--- src/rtl/tile_palette_ram_pkg.sv ---
// tile_pkg: shared types and constants for the tile palette RAM.
//   rgb_t          - packed {red, green, blue} colour at the default channel width
//   wr_state_e     - write-port FSM states
//   chan_max()     - all-ones value for a channel of the given width
//   key_colour()   - green key colour {0, max, 0}, right-aligned to 3*cw bits
//   default_entry()- reset contents of one palette entry (same in every bank)
package tile_pkg;

    localparam int RGB_CHAN_W = 4;
    // Upper bound on channel width supported by the constant helpers below.
    localparam int MAX_CHAN_W = 16;

    typedef struct packed {
        logic [RGB_CHAN_W-1:0] red;
        logic [RGB_CHAN_W-1:0] green;
        logic [RGB_CHAN_W-1:0] blue;
    } rgb_t;

    typedef enum logic {
        WR_IDLE = 1'b0,
        WR_ACK  = 1'b1
    } wr_state_e;

    function automatic logic [3*MAX_CHAN_W-1:0] chan_max(input int cw);
        logic [3*MAX_CHAN_W-1:0] m;
        m = '0;
        for (int b = 0; b < MAX_CHAN_W; b++)
            if (b < cw) m[b] = 1'b1;
        return m;
    endfunction

    function automatic logic [3*MAX_CHAN_W-1:0] key_colour(input int cw);
        return chan_max(cw) << cw;
    endfunction

    // Entry 1 is pure blue, everything else is the green key colour.
    function automatic logic [3*MAX_CHAN_W-1:0] default_entry(input int idx, input int cw);
        return (idx == 1) ? chan_max(cw) : key_colour(cw);
    endfunction

endpackage

--- src/rtl/tile_palette_ram_if.sv ---
// tile_palette_ram_if: lookup, write and frame-tick signals of the palette.
//   lookup : rd_valid, pal_sel, index -> red, green, blue, out_valid, transparent
//   write  : wr_req, wr_bank, wr_index, wr_data -> wr_ack
//   frame  : frame_tick (colour-cycling advance)
// master = requester side (video/CPU), slave = palette RAM.
interface tile_palette_ram_if #(
    parameter int INDEX_W = 4,
    parameter int CHAN_W  = 4,
    parameter int BANK_W  = 1
);
    logic                 rd_valid;
    logic [BANK_W-1:0]    pal_sel;
    logic [INDEX_W-1:0]   index;
    logic [CHAN_W-1:0]    red;
    logic [CHAN_W-1:0]    green;
    logic [CHAN_W-1:0]    blue;
    logic                 out_valid;
    logic                 transparent;
    logic                 wr_req;
    logic [BANK_W-1:0]    wr_bank;
    logic [INDEX_W-1:0]   wr_index;
    logic [3*CHAN_W-1:0]  wr_data;
    logic                 wr_ack;
    logic                 frame_tick;

    modport master (
        output rd_valid, pal_sel, index, wr_req, wr_bank, wr_index, wr_data, frame_tick,
        input  red, green, blue, out_valid, transparent, wr_ack
    );

    modport slave (
        input  rd_valid, pal_sel, index, wr_req, wr_bank, wr_index, wr_data, frame_tick,
        output red, green, blue, out_valid, transparent, wr_ack
    );
endinterface

--- src/rtl/tile_palette_ram_cycle.sv ---
// palette_cycle_ctr: frame-synchronous colour-cycling offset and index remap.
//   clk, rst    - clock, synchronous active-high reset (offset -> 0)
//   frame_tick  - advance offset by one, wrapping after LEN-1
//   idx_in      - raw colour index
//   idx_out     - effective index; rotated within [CYC_LO, CYC_HI], else unchanged
module palette_cycle_ctr #(
    parameter int INDEX_W = 4,
    parameter int CYC_LO  = 1,
    parameter int CYC_HI  = 3
) (
    input  logic               clk,
    input  logic               rst,
    input  logic               frame_tick,
    input  logic [INDEX_W-1:0] idx_in,
    output logic [INDEX_W-1:0] idx_out
);
    localparam logic [INDEX_W:0]   LO_X    = (INDEX_W+1)'(CYC_LO);
    localparam logic [INDEX_W:0]   HI_X    = (INDEX_W+1)'(CYC_HI);
    localparam logic [INDEX_W:0]   LEN_X   = (INDEX_W+1)'(CYC_HI - CYC_LO + 1);
    localparam logic [INDEX_W-1:0] LO_N    = INDEX_W'(CYC_LO);
    localparam logic [INDEX_W-1:0] OFF_MAX = INDEX_W'(CYC_HI - CYC_LO);

    logic [INDEX_W-1:0] off;
    logic [INDEX_W:0]   idx_x;
    logic [INDEX_W:0]   rel;

    always_ff @(posedge clk) begin
        if (rst)
            off <= '0;
        else if (frame_tick)
            off <= (off == OFF_MAX) ? '0 : off + 1'b1;
    end

    // One extra bit so (idx - lo + off) cannot overflow; both terms are < LEN,
    // so a single conditional subtract is the modulo.
    always_comb begin
        idx_x   = {1'b0, idx_in};
        rel     = idx_x - LO_X + {1'b0, off};
        if (rel >= LEN_X) rel = rel - LEN_X;
        idx_out = idx_in;
        if (idx_x >= LO_X && idx_x <= HI_X)
            idx_out = rel[INDEX_W-1:0] + LO_N;
    end
endmodule

--- src/rtl/tile_palette_ram.sv ---
// tile_palette_ram: runtime-writable multi-bank palette, index -> 12-bit RGB.
//   Clk, Reset - clock, synchronous active-high reset (reloads default palette)
//   bus        - tile_palette_ram_if.slave: 2-cycle lookup port, req/ack write
//                port, frame_tick
// Optional feature: define TILE_PALETTE_CYCLE_EN to rotate indices CYC_LO..CYC_HI
// by a per-frame offset; otherwise frame_tick is ignored.
module tile_palette_ram
    import tile_pkg::*;
#(
    parameter int INDEX_W = 4,
    parameter int CHAN_W  = 4,
    parameter int NUM_PAL = 2,
    parameter int CYC_LO  = 1,
    parameter int CYC_HI  = 3
) (
    input  logic             Clk,
    input  logic             Reset,
    tile_palette_ram_if.slave bus
);
    localparam int BANK_W  = (NUM_PAL > 1) ? $clog2(NUM_PAL) : 1;
    localparam int ENTRIES = 2**INDEX_W;
    localparam int RGB_W   = 3*CHAN_W;
    localparam int STAGES  = 2;

    logic [RGB_W-1:0]   mem [NUM_PAL][ENTRIES];

    wr_state_e          state_q, state_d;
    logic               wr_en;
    logic               wr_bank_ok;

    logic [STAGES:1]    vld_pipe;
    logic [BANK_W-1:0]  s1_bank;
    logic [INDEX_W-1:0] s1_idx;
    logic [INDEX_W-1:0] eff_idx;
    logic               rd_bank_ok;
    logic [RGB_W-1:0]   rgb_q;
    logic               trans_q;

    assign wr_bank_ok = int'(bus.wr_bank) < NUM_PAL;
    assign rd_bank_ok = int'(s1_bank) < NUM_PAL;

    // ---------------- write FSM ----------------
    always_ff @(posedge Clk) begin
        if (Reset) state_q <= WR_IDLE;
        else       state_q <= state_d;
    end

    // Out-of-range banks still walk through ACK, they just never touch the array.
    always_comb begin
        state_d = state_q;
        wr_en   = 1'b0;
        case (state_q)
            WR_IDLE: if (bus.wr_req) begin
                state_d = WR_ACK;
                wr_en   = wr_bank_ok;
            end
            WR_ACK:  state_d = WR_IDLE;
            default: state_d = WR_IDLE;
        endcase
    end

    assign bus.wr_ack = (state_q == WR_ACK);

    // ---------------- palette storage ----------------
    always_ff @(posedge Clk) begin
        if (Reset) begin
            for (int b = 0; b < NUM_PAL; b++)
                for (int e = 0; e < ENTRIES; e++)
                    mem[b][e] <= RGB_W'(default_entry(e, CHAN_W));
        end else if (wr_en) begin
            mem[bus.wr_bank][bus.wr_index] <= bus.wr_data;
        end
    end

    // ---------------- index remap ----------------
`ifdef TILE_PALETTE_CYCLE_EN
    palette_cycle_ctr #(
        .INDEX_W (INDEX_W),
        .CYC_LO  (CYC_LO),
        .CYC_HI  (CYC_HI)
    ) u_cyc (
        .clk        (Clk),
        .rst        (Reset),
        .frame_tick (bus.frame_tick),
        .idx_in     (s1_idx),
        .idx_out    (eff_idx)
    );
`else
    localparam int unused_cyc_len = CYC_HI - CYC_LO + 1;
    logic unused_frame_tick;
    assign unused_frame_tick = bus.frame_tick;
    assign eff_idx = s1_idx;
`endif

    // ---------------- 2-stage lookup ----------------
    // Stage 2 samples the array before this edge's write lands, so a read and
    // a write on the same edge return the old contents.
    always_ff @(posedge Clk) begin
        if (Reset) begin
            vld_pipe <= '0;
            s1_bank  <= '0;
            s1_idx   <= '0;
            rgb_q    <= '0;
            trans_q  <= 1'b0;
        end else begin
            vld_pipe <= {vld_pipe[STAGES-1:1], bus.rd_valid};
            s1_bank  <= bus.pal_sel;
            s1_idx   <= bus.index;
            // Colour/transparent hold their last value across idle cycles.
            if (vld_pipe[1]) begin
                rgb_q   <= rd_bank_ok ? mem[s1_bank][eff_idx] : '0;
                trans_q <= (s1_idx == '0);
            end
        end
    end

    assign bus.red         = rgb_q[RGB_W-1 -: CHAN_W];
    assign bus.green       = rgb_q[2*CHAN_W-1 -: CHAN_W];
    assign bus.blue        = rgb_q[CHAN_W-1:0];
    assign bus.out_valid   = vld_pipe[STAGES];
    assign bus.transparent = trans_q;
endmodule
--- src/flat_wrapper.sv ---
// flat-port wrapper written by rule: the top's interface ports become plain ports
module tile_palette_ram_flat import tile_pkg::*;
#(
    parameter int INDEX_W = 4,
    parameter int CHAN_W  = 4,
    parameter int NUM_PAL = 2,
    parameter int CYC_LO  = 1,
    parameter int CYC_HI  = 3
)
  (Clk, Reset, bus_rd_valid, bus_pal_sel, bus_index, bus_wr_req, bus_wr_bank, bus_wr_index, bus_wr_data, bus_frame_tick, bus_red, bus_green, bus_blue, bus_out_valid, bus_transparent, bus_wr_ack);
  tile_palette_ram_if #(.INDEX_W(INDEX_W), .CHAN_W(CHAN_W)) bus_i ();
  input  logic Clk;
  input  logic Reset;
  input wire logic [$bits(bus_i.rd_valid)-1:0] bus_rd_valid;
  input wire logic [$bits(bus_i.pal_sel)-1:0] bus_pal_sel;
  input wire logic [$bits(bus_i.index)-1:0] bus_index;
  input wire logic [$bits(bus_i.wr_req)-1:0] bus_wr_req;
  input wire logic [$bits(bus_i.wr_bank)-1:0] bus_wr_bank;
  input wire logic [$bits(bus_i.wr_index)-1:0] bus_wr_index;
  input wire logic [$bits(bus_i.wr_data)-1:0] bus_wr_data;
  input wire logic [$bits(bus_i.frame_tick)-1:0] bus_frame_tick;
  output wire logic [$bits(bus_i.red)-1:0] bus_red;
  output wire logic [$bits(bus_i.green)-1:0] bus_green;
  output wire logic [$bits(bus_i.blue)-1:0] bus_blue;
  output wire logic [$bits(bus_i.out_valid)-1:0] bus_out_valid;
  output wire logic [$bits(bus_i.transparent)-1:0] bus_transparent;
  output wire logic [$bits(bus_i.wr_ack)-1:0] bus_wr_ack;
  assign bus_i.rd_valid = bus_rd_valid;
  assign bus_i.pal_sel = bus_pal_sel;
  assign bus_i.index = bus_index;
  assign bus_i.wr_req = bus_wr_req;
  assign bus_i.wr_bank = bus_wr_bank;
  assign bus_i.wr_index = bus_wr_index;
  assign bus_i.wr_data = bus_wr_data;
  assign bus_i.frame_tick = bus_frame_tick;
  assign bus_red = bus_i.red;
  assign bus_green = bus_i.green;
  assign bus_blue = bus_i.blue;
  assign bus_out_valid = bus_i.out_valid;
  assign bus_transparent = bus_i.transparent;
  assign bus_wr_ack = bus_i.wr_ack;
  tile_palette_ram #(.INDEX_W(INDEX_W), .CHAN_W(CHAN_W), .NUM_PAL(NUM_PAL), .CYC_LO(CYC_LO), .CYC_HI(CYC_HI)) u_core (.Clk(Clk), .Reset(Reset), .bus(bus_i));
endmodule
--- config.mk ---
export PLATFORM = sky130hd
export DESIGN_NAME = tile_palette_ram_flat
export DESIGN_NICKNAME = d
export VERILOG_FILES = /design/src/rtl/tile_palette_ram_pkg.sv /design/src/rtl/tile_palette_ram_if.sv /design/src/rtl/tile_palette_ram_cycle.sv /design/src/rtl/tile_palette_ram.sv /design/src/flat_wrapper.sv
export SDC_FILE = /design/constraint.sdc
export NUM_CORES = 1
export LEC_CHECK = 0
export ABC_AREA = 1
export CAP_MARGIN = 20
export CORE_UTILIZATION = 55
export CTS_CLUSTER_DIAMETER = 40
export DETAILED_ROUTE_END_ITERATION = 16
export DONT_BUFFER_PORTS = 1
export PLACE_DENSITY = 0.7
export SLEW_MARGIN = 20
export SYNTH_ARGS = -nofsm -noshare
export SYNTH_HDL_FRONTEND = slang
export SYNTH_SLANG_ARGS = --single-unit
--- constraint.sdc ---
create_clock -name Clk -period 3.61 [get_ports Clk]
set_clock_uncertainty 0.15 [all_clocks]
set_input_delay 1.083 -clock Clk [delete_from_list [all_inputs] [get_ports Clk]]
set_output_delay 1.083 -clock Clk [all_outputs]
set_load 0.02 [all_outputs]
==> results.py, run 1 <==
metrics = {
    "run_status": {
        "status": "completed",
    },
    "floorplan": {
        "io_pins": 42,
        "core-area_mm2": 0.0318,
        "die_y_um": 183,
        "num_rows": 65,
        "initial_utilization": 0.565,
        "die_w_um": 183,
        "die-area_mm2": 0.0334,
    },
    "setup_path": {
        "required_ns": 3.67,
        "worstPathMaxFanout": 32,
        "crit-reg2reg-capture": "u_core.mem[0][187]",
        "start_kind": "primary input",
        "r2r_start": "u_core.bus.wr_ack",
        "worstPathArrival_ns": 2.79,
        "ff2ff_setup_slack_ns": 0.95,
        "crit_path_end_kind": "register",
        "reg2reg_depth": 6,
        "critPathKind": "in -> reg",
    },
    "logic_synthesis": {
        "synthTopCellsByArea": "edfxtp_1 64%, nand2_1 12%, nor2_1 6.9%",
        "synth_nets": 1858,
        "ys_seq_area_frac": 0.666,
        "yosys_warnings": 0,
        "avgSynthCellArea_um2": 9.81,
        "synthCells": 1831,
        "synth_top_area_share": 0.642,
        "synth.distinct_cells": 25,
        "post_synth_fa_ha_maj_area_fraction": 0,
        "syn_area_mm2": 0.0180,
        "yosys.area_share.simple": 0.246,
        "synth_compound_area_frac": 0.0302,
        "synthXorXnorAreaFrac": 0,
        "synth_top_family_by_area": "simple AND/OR/NAND/NOR gates",
        "muxShareOfSynthArea": 0,
        "ys_ff_latch": 405,
        "yosys.area.top_type": "edfxtp_1",
    },
    "detailed_routing": {
        "wl_per_cell_um": 21.4,
        "route.antenna.remaining_nets": 0,
        "route.detailed.drc": 0,
        "dr_total_vias": 13100,
        "drt_iter0_drc": 1728,
        "drt-vias-per-instance": 5.66,
        "drt-total-wl_mm": 49.4,
        "dr.pass1.iters": 5,
    },
    "cts": {
        "cts_tree": "done",
        "cts_num_sinks": 405,
        "hold_buffers": 0,
        "cts_resized": 0,
        "clock_latency_ns": 0.57,
        "cts_buffers": 49,
        "path_clk_slew_ns": 0.06,
        "cts_root_buf": "clkbuf_16",
        "cts_buffer_depth": 3,
        "cts_setup_buffers": 0,
        "h-tree-depth": 2,
    },
    "grt": {
        "grt_max_degree": 102,
        "track_usage": 0.301,
        "grt_pass1_vias": 12400,
        "antenna_found_initial": 0,
        "grt_overflow": 0,
        "grt_pass1_wl_mm": 73.5,
    },
    "power": {
        "power.leakage_nw": 7.78,
        "vdd_drop_max_mv": 0.488,
        "powerDensity_mw_per_mm2": 562,
    },
    "sta": {
        "fmax_ghz": 0.366,
        "hold_ws_ns": 0.409,
        "fin_ws_ns": 0.878,
        "slew_headroom": 0.426,
        "post-route-period-util": 0.757,
        "tns_ns": 0,
        "hold_viol_final": 0,
        "setup_viol": 0,
        "worst_pin_slew_ns": 0.860,
        "rsz0062_at_grt": "no",
        "maxSlewViolCount": 0,
        "fin_crit_ns": 2.73,
    },
    "cells_and_area": {
        "nets": 1859,
        "filler_cell_count": 2552,
        "area_growth_pct": 11.7,
        "regArea_mm2": 0.0120,
        "diodes": 0,
        "drive_gt1_frac": 0.0913,
        "multi_input_area_mm2": 0.00496,
    },
    "place": {
        "gp_congestion": 0.867,
        "io_buffers": 0,
        "dp_hpwl_mm": 29.5,
        "place_ws_ns": 0.388,
    },
    "flow_run": {
        "maxCapViolations": 0,
    },
    "hold_path": {
        "min_to": "u_core.rgb_q[10]",
        "hold_depth": 2,
        "hp-start": "u_core.rgb_q[10]",
        "min_path_type": "reg -> reg",
    },
}
[logic make-up (layout without fill, tap and decap cells)]
family	count (synthesis)	count (layout)
buffers and inverters	230	272
AO/OA/AOI/OAI	106	106
flip-flops	405	405
AND/OR/NAND/NOR	1090	1090
[metal layers]
metal,share of wire,up-vias,global-route usage
met5,0,-,0
li1,-,6018,-
met4,0.042,0,0.136
met2,0.47,779,0.475
met1,0.38,6133,0.393
met3,0.12,131,0.0782
[per-stage QoR]
stage               total power, mW  instances  cell area, um^2   util
global route                   11.6       2308            20000  0.630
floorplan                      6.10       1831            18000      -
CTS                            11.3       2308            20000  0.630
detailed placement             6.42       2216            18400  0.579
finish                         11.3       2308            20000  0.630
global placement               6.39       2216            18400  0.579
[layout make-up]
type | count | share of cell area
Tap cell | 435 | 0.0271
Clock inverter | 24 | 0.0128
Multi-Input combinational cell | 1196 | 0.247
Clock buffer | 68 | 0.0688
Inverter | 127 | 0.0239
Sequential cell | 405 | 0.597
Timing Repair Buffer | 53 | 0.0236
[placed cells by master (no fill, tap or decap), types with 4 or more instances in the layout]
master     instances
a21oi_1           36
clkbuf_8           4
edfxtp_1         384
clkbuf_16         51
buf_12             6
nor2_1           328
o21ai_0           62
clkbuf_1          13
bufinv_16          4
inv_2             11
a31oi_1            7
clkinv_1           4
nand2_2           12
and3_1             4
dfxtp_1           19
inv_6              4
buf_4             47
nand3_1          176
nor2_2            10
nand2_1          554
clkinv_2           7
inv_1            114
[sequential cells by signal (all words and copies together), names as in the netlist, named ones only]
| register | flops |
|---|---|
| u_core.mem | 384 |
| u_core.rgb_q | 12 |
| u_core.eff_idx | 4 |
| u_core.vld_pipe | 2 |
| u_core.bus.transparent | 1 |
| u_core.bus.wr_ack | 1 |
[cell usage after synthesis, drive strengths merged]
master / instances
buf: 81
nor4: 1
o21ai: 63
a21oi: 36
clkinv: 1
nand4: 1
nand3: 178
and3: 4
clkbuf: 22
nor2: 338
dfxtp: 21
edfxtp: 384
nand2: 566
inv: 126
nor3: 2
a31oi: 7
[worst max-delay path by stage]
| stage | startpoint | to | slack [ns] | cells after the start |
|---|---|---|---|---|
| CTS | Reset | u_core.mem[0][184] | 0.93 | 6 |
| detailed placement | Reset | u_core.mem[0][184] | 0.39 | 6 |
| global route | Reset | u_core.mem[0][184] | 0.74 | 6 |
| finish | Reset | u_core.mem[0][187] | 0.88 | 6 |
| floorplan | Reset | u_core.mem[1][60] | 0.75 | 6 |
| global placement | Reset | u_core.mem[0][184] | 0.42 | 6 |
[worst max-delay path, stage by stage]
cell and delay [ns]:
nor3_2 0.23, buf_4 0.24, nand3_1 0.15, nor2_1 0.31, clkinv_1 0.31, nand2_1 0.47
[where the power goes]
group	total, mW	internal, mW	switching (mW)
clock network	4.93	2.98	1.95
registers	5.47	5.39	0.0887
logic	0.866	0.211	0.655
Note: power is estimated with default switching activity, not from simulation.
==> run 2, diff against run 1 <==
--- a/config.mk
+++ b/config.mk
@@ -11,7 +11,7 @@
 export CTS_CLUSTER_DIAMETER = 40
 export DETAILED_ROUTE_END_ITERATION = 16
 export DONT_BUFFER_PORTS = 1
-export PLACE_DENSITY = 0.7
+export PLACE_DENSITY = 0.73
 export SLEW_MARGIN = 20
 export SYNTH_ARGS = -nofsm -noshare
 export SYNTH_HDL_FRONTEND = slang
==> constraint.sdc (replaced) <==
create_clock -name Clk -period 2.4 [get_ports Clk]
set_clock_uncertainty 0.15 [all_clocks]
set_input_delay 0.72 -clock Clk [delete_from_list [all_inputs] [get_ports Clk]]
set_output_delay 0.72 -clock Clk [all_outputs]
set_load 0.02 [all_outputs]
==> run 2 against run 1 <==
Global-route usage up 0.29 points. Core utilization grew 3.2 points. Flip-flop and latch count unchanged. Routed wire length increased by 1.1%. Combinational power up 77%. Clock power grew 43%. Largest power group unchanged. Setup slack got worse by 0.69 ns. Sequential share of layout area decreased by 2.9 points. Total power is 49% higher. Largest cell class unchanged. Final cell count up 3.0%. Clock-buffer cell count fell by 11.
==> results.py, run 2 (synthesis results as in run 1) <==
metrics = {
    "run_status": {
        "status": "completed",
    },
    "cts": {
        "h-tree-depth": 2,
        "cts_buffer_depth": 3,
        "cts_num_sinks": 405,
        "cts_buffers": 47,
        "path_clk_slew_ns": 0.06,
        "hold_buffers": 0,
        "cts_resized": 0,
        "clock_latency_ns": 0.55,
        "cts_setup_buffers": 0,
        "cts_root_buf": "clkbuf_16",
        "cts_tree": "done",
    },
    "place": {
        "dpl.cell_count": 2291,
        "gp_congestion": 0.873,
        "io_buffers": 0,
        "post_dp_cell_area_mm2": 0.0195,
        "dp_hpwl_mm": 31.8,
    },
    "setup_path": {
        "worstPathMaxFanout": 66,
        "reg2reg_depth": 10,
        "required_ns": 2.71,
        "worstPathArrival_ns": 2.53,
        "crit-reg2reg-capture": "u_core.rgb_q[0]",
        "crit_path_end_kind": "register",
        "critPathKind": "reg -> reg",
        "ff2ff_setup_slack_ns": 0.19,
        "start_kind": "register",
    },
    "cells_and_area": {
        "fin_area_mm2": 0.0211,
        "diodes": 0,
        "most-common-layout-cells": "554 x nand2_1, 384 x edfxtp_1, 323 x nor2_1",
        "drive_gt1_frac": 0.131,
        "area_growth_pct": 17.3,
        "largest_reg_flops": 384,
        "final_cells": 2377,
        "nets": 1932,
        "largest-register": "u_core.mem",
        "layout_commonest_cell": "nand2_1",
    },
    "detailed_routing": {
        "wl_per_cell_um": 21.0,
        "dr_total_vias": 13500,
        "drt-vias-per-instance": 5.69,
        "route.detailed.drc": 0,
        "route.antenna.remaining_nets": 0,
        "drt-total-wl_mm": 50.0,
        "drt_iter0_drc": 1548,
        "dr.pass1.iters": 6,
    },
    "grt": {
        "grt_overflow": 0,
        "track_usage": 0.304,
        "grt_max_degree": 74,
        "grt_pass1_vias": 12900,
        "grt_pass1_wl_mm": 74.2,
        "antenna_found_initial": 1,
    },
    "floorplan": {
        "die-area_mm2": 0.0334,
        "die_y_um": 183,
        "initial_utilization": 0.565,
        "die_w_um": 183,
        "num_rows": 65,
        "io_pins": 42,
        "core-area_mm2": 0.0318,
    },
    "sta": {
        "hold_viol_final": 0,
        "worst_pin_slew_ns": 0.752,
        "rsz0062_at_grt": "no",
        "setup_viol": 0,
        "fin_crit_ns": 2.21,
        "post-route-period-util": 0.921,
        "fmax_ghz": 0.452,
        "slew_headroom": 0.498,
        "maxSlewViolCount": 0,
        "tns_ns": 0,
    },
    "power": {
        "power.leakage_nw": 8.27,
        "powerDensity_mw_per_mm2": 798,
        "vdd_drop_max_mv": 0.574,
    },
    "flow_run": {
        "maxCapViolations": 0,
    },
    "hold_path": {
        "min_to": "u_core.eff_idx[0]",
        "min_path_type": "in -> reg",
        "hp-start": "Reset",
        "hold_depth": 1,
    },
}
-- run 2: cell count changes in the layout (fill, tap and decap cells not counted), moves of 3 or more --
cell	before	now
buf_12	6	46
buf_4	47	82
clkbuf_1	13	4
clkinvlp_4	2	7
nor2_1	328	323
nor2_2	10	14
a21oi_1	36	33
a21oi_2	0	3
-- run 2: final cells by class --
| cell class | count | area [um^2] |
|---|---|---|
| fill | 2365 | 10700 |
| inverter | 127 | 479 |
| sequential | 405 | 12000 |
| clock buffer | 57 | 1300 |
| clock inverter | 29 | 262 |
| tap | 435 | 544 |
| timing repair buffer | 128 | 1540 |
| multi-input combinational | 1196 | 4980 |
-- run 2: worst max-delay path: stages, from the launching register on --
cell and delay [ns]:
dfxtp_4 0.37, buf_12 0.29, buf_12 0.28, nor2_1 0.07, nor2_1 0.08, o21ai_0 0.09, nand3_1 0.12, nand3_1 0.08
nand2_1 0.22, nand3_1 0.14, a21oi_1 0.16
-- run 2: worst max path at each step --
stage | from | to | slack [ns]
after floorplan | bus_wr_req | u_core.mem[1][100] | 0.007
after global placement | bus_wr_index[2] | u_core.mem[0][164] | 0.05
after detailed placement | Reset | u_core.mem[0][48] | -0.001
after CTS | register | u_core.rgb_q[6] | 0.24
after global routing | register | u_core.rgb_q[8] | 0.08
final | register | u_core.rgb_q[0] | 0.19
-- run 2: per-layer routing --
| metal | vias up | track usage | part of all wire |
|---|---|---|---|
| li1 | 6168 | - | - |
| met1 | 6384 | 0.382 | 0.37 |
| met2 | 812 | 0.505 | 0.48 |
| met3 | 159 | 0.0563 | 0.11 |
| met4 | 0 | 0.157 | 0.051 |
| met5 | - | 0 | 0 |
-- run 2: where the power goes --
part           leakage, nW  switching, mW  internal [mW]
sequential            3.78          0.116           8.10
clock                0.743           2.86           4.20
combinational         3.75           1.05          0.485
-- run 2: per-stage QoR --
| stage | setup slack [ns] | util | hold WS, ns | total power, mW |
|---|---|---|---|---|
| 4_1_cts | 0.243 | 0.662 | 0.0837 | 16.8 |
| 5_1_grt | 0.0764 | 0.662 | 0.0894 | 17.3 |
| 3_5_place_dp | -0.00129 | 0.613 | 0.405 | 9.85 |
| 6_report | 0.189 | 0.662 | 0.104 | 16.8 |
| 3_3_place_gp | 0.0478 | 0.613 | 0.400 | 9.81 |
| 2_1_floorplan | 0.00732 | - | 0.332 | 9.18 |
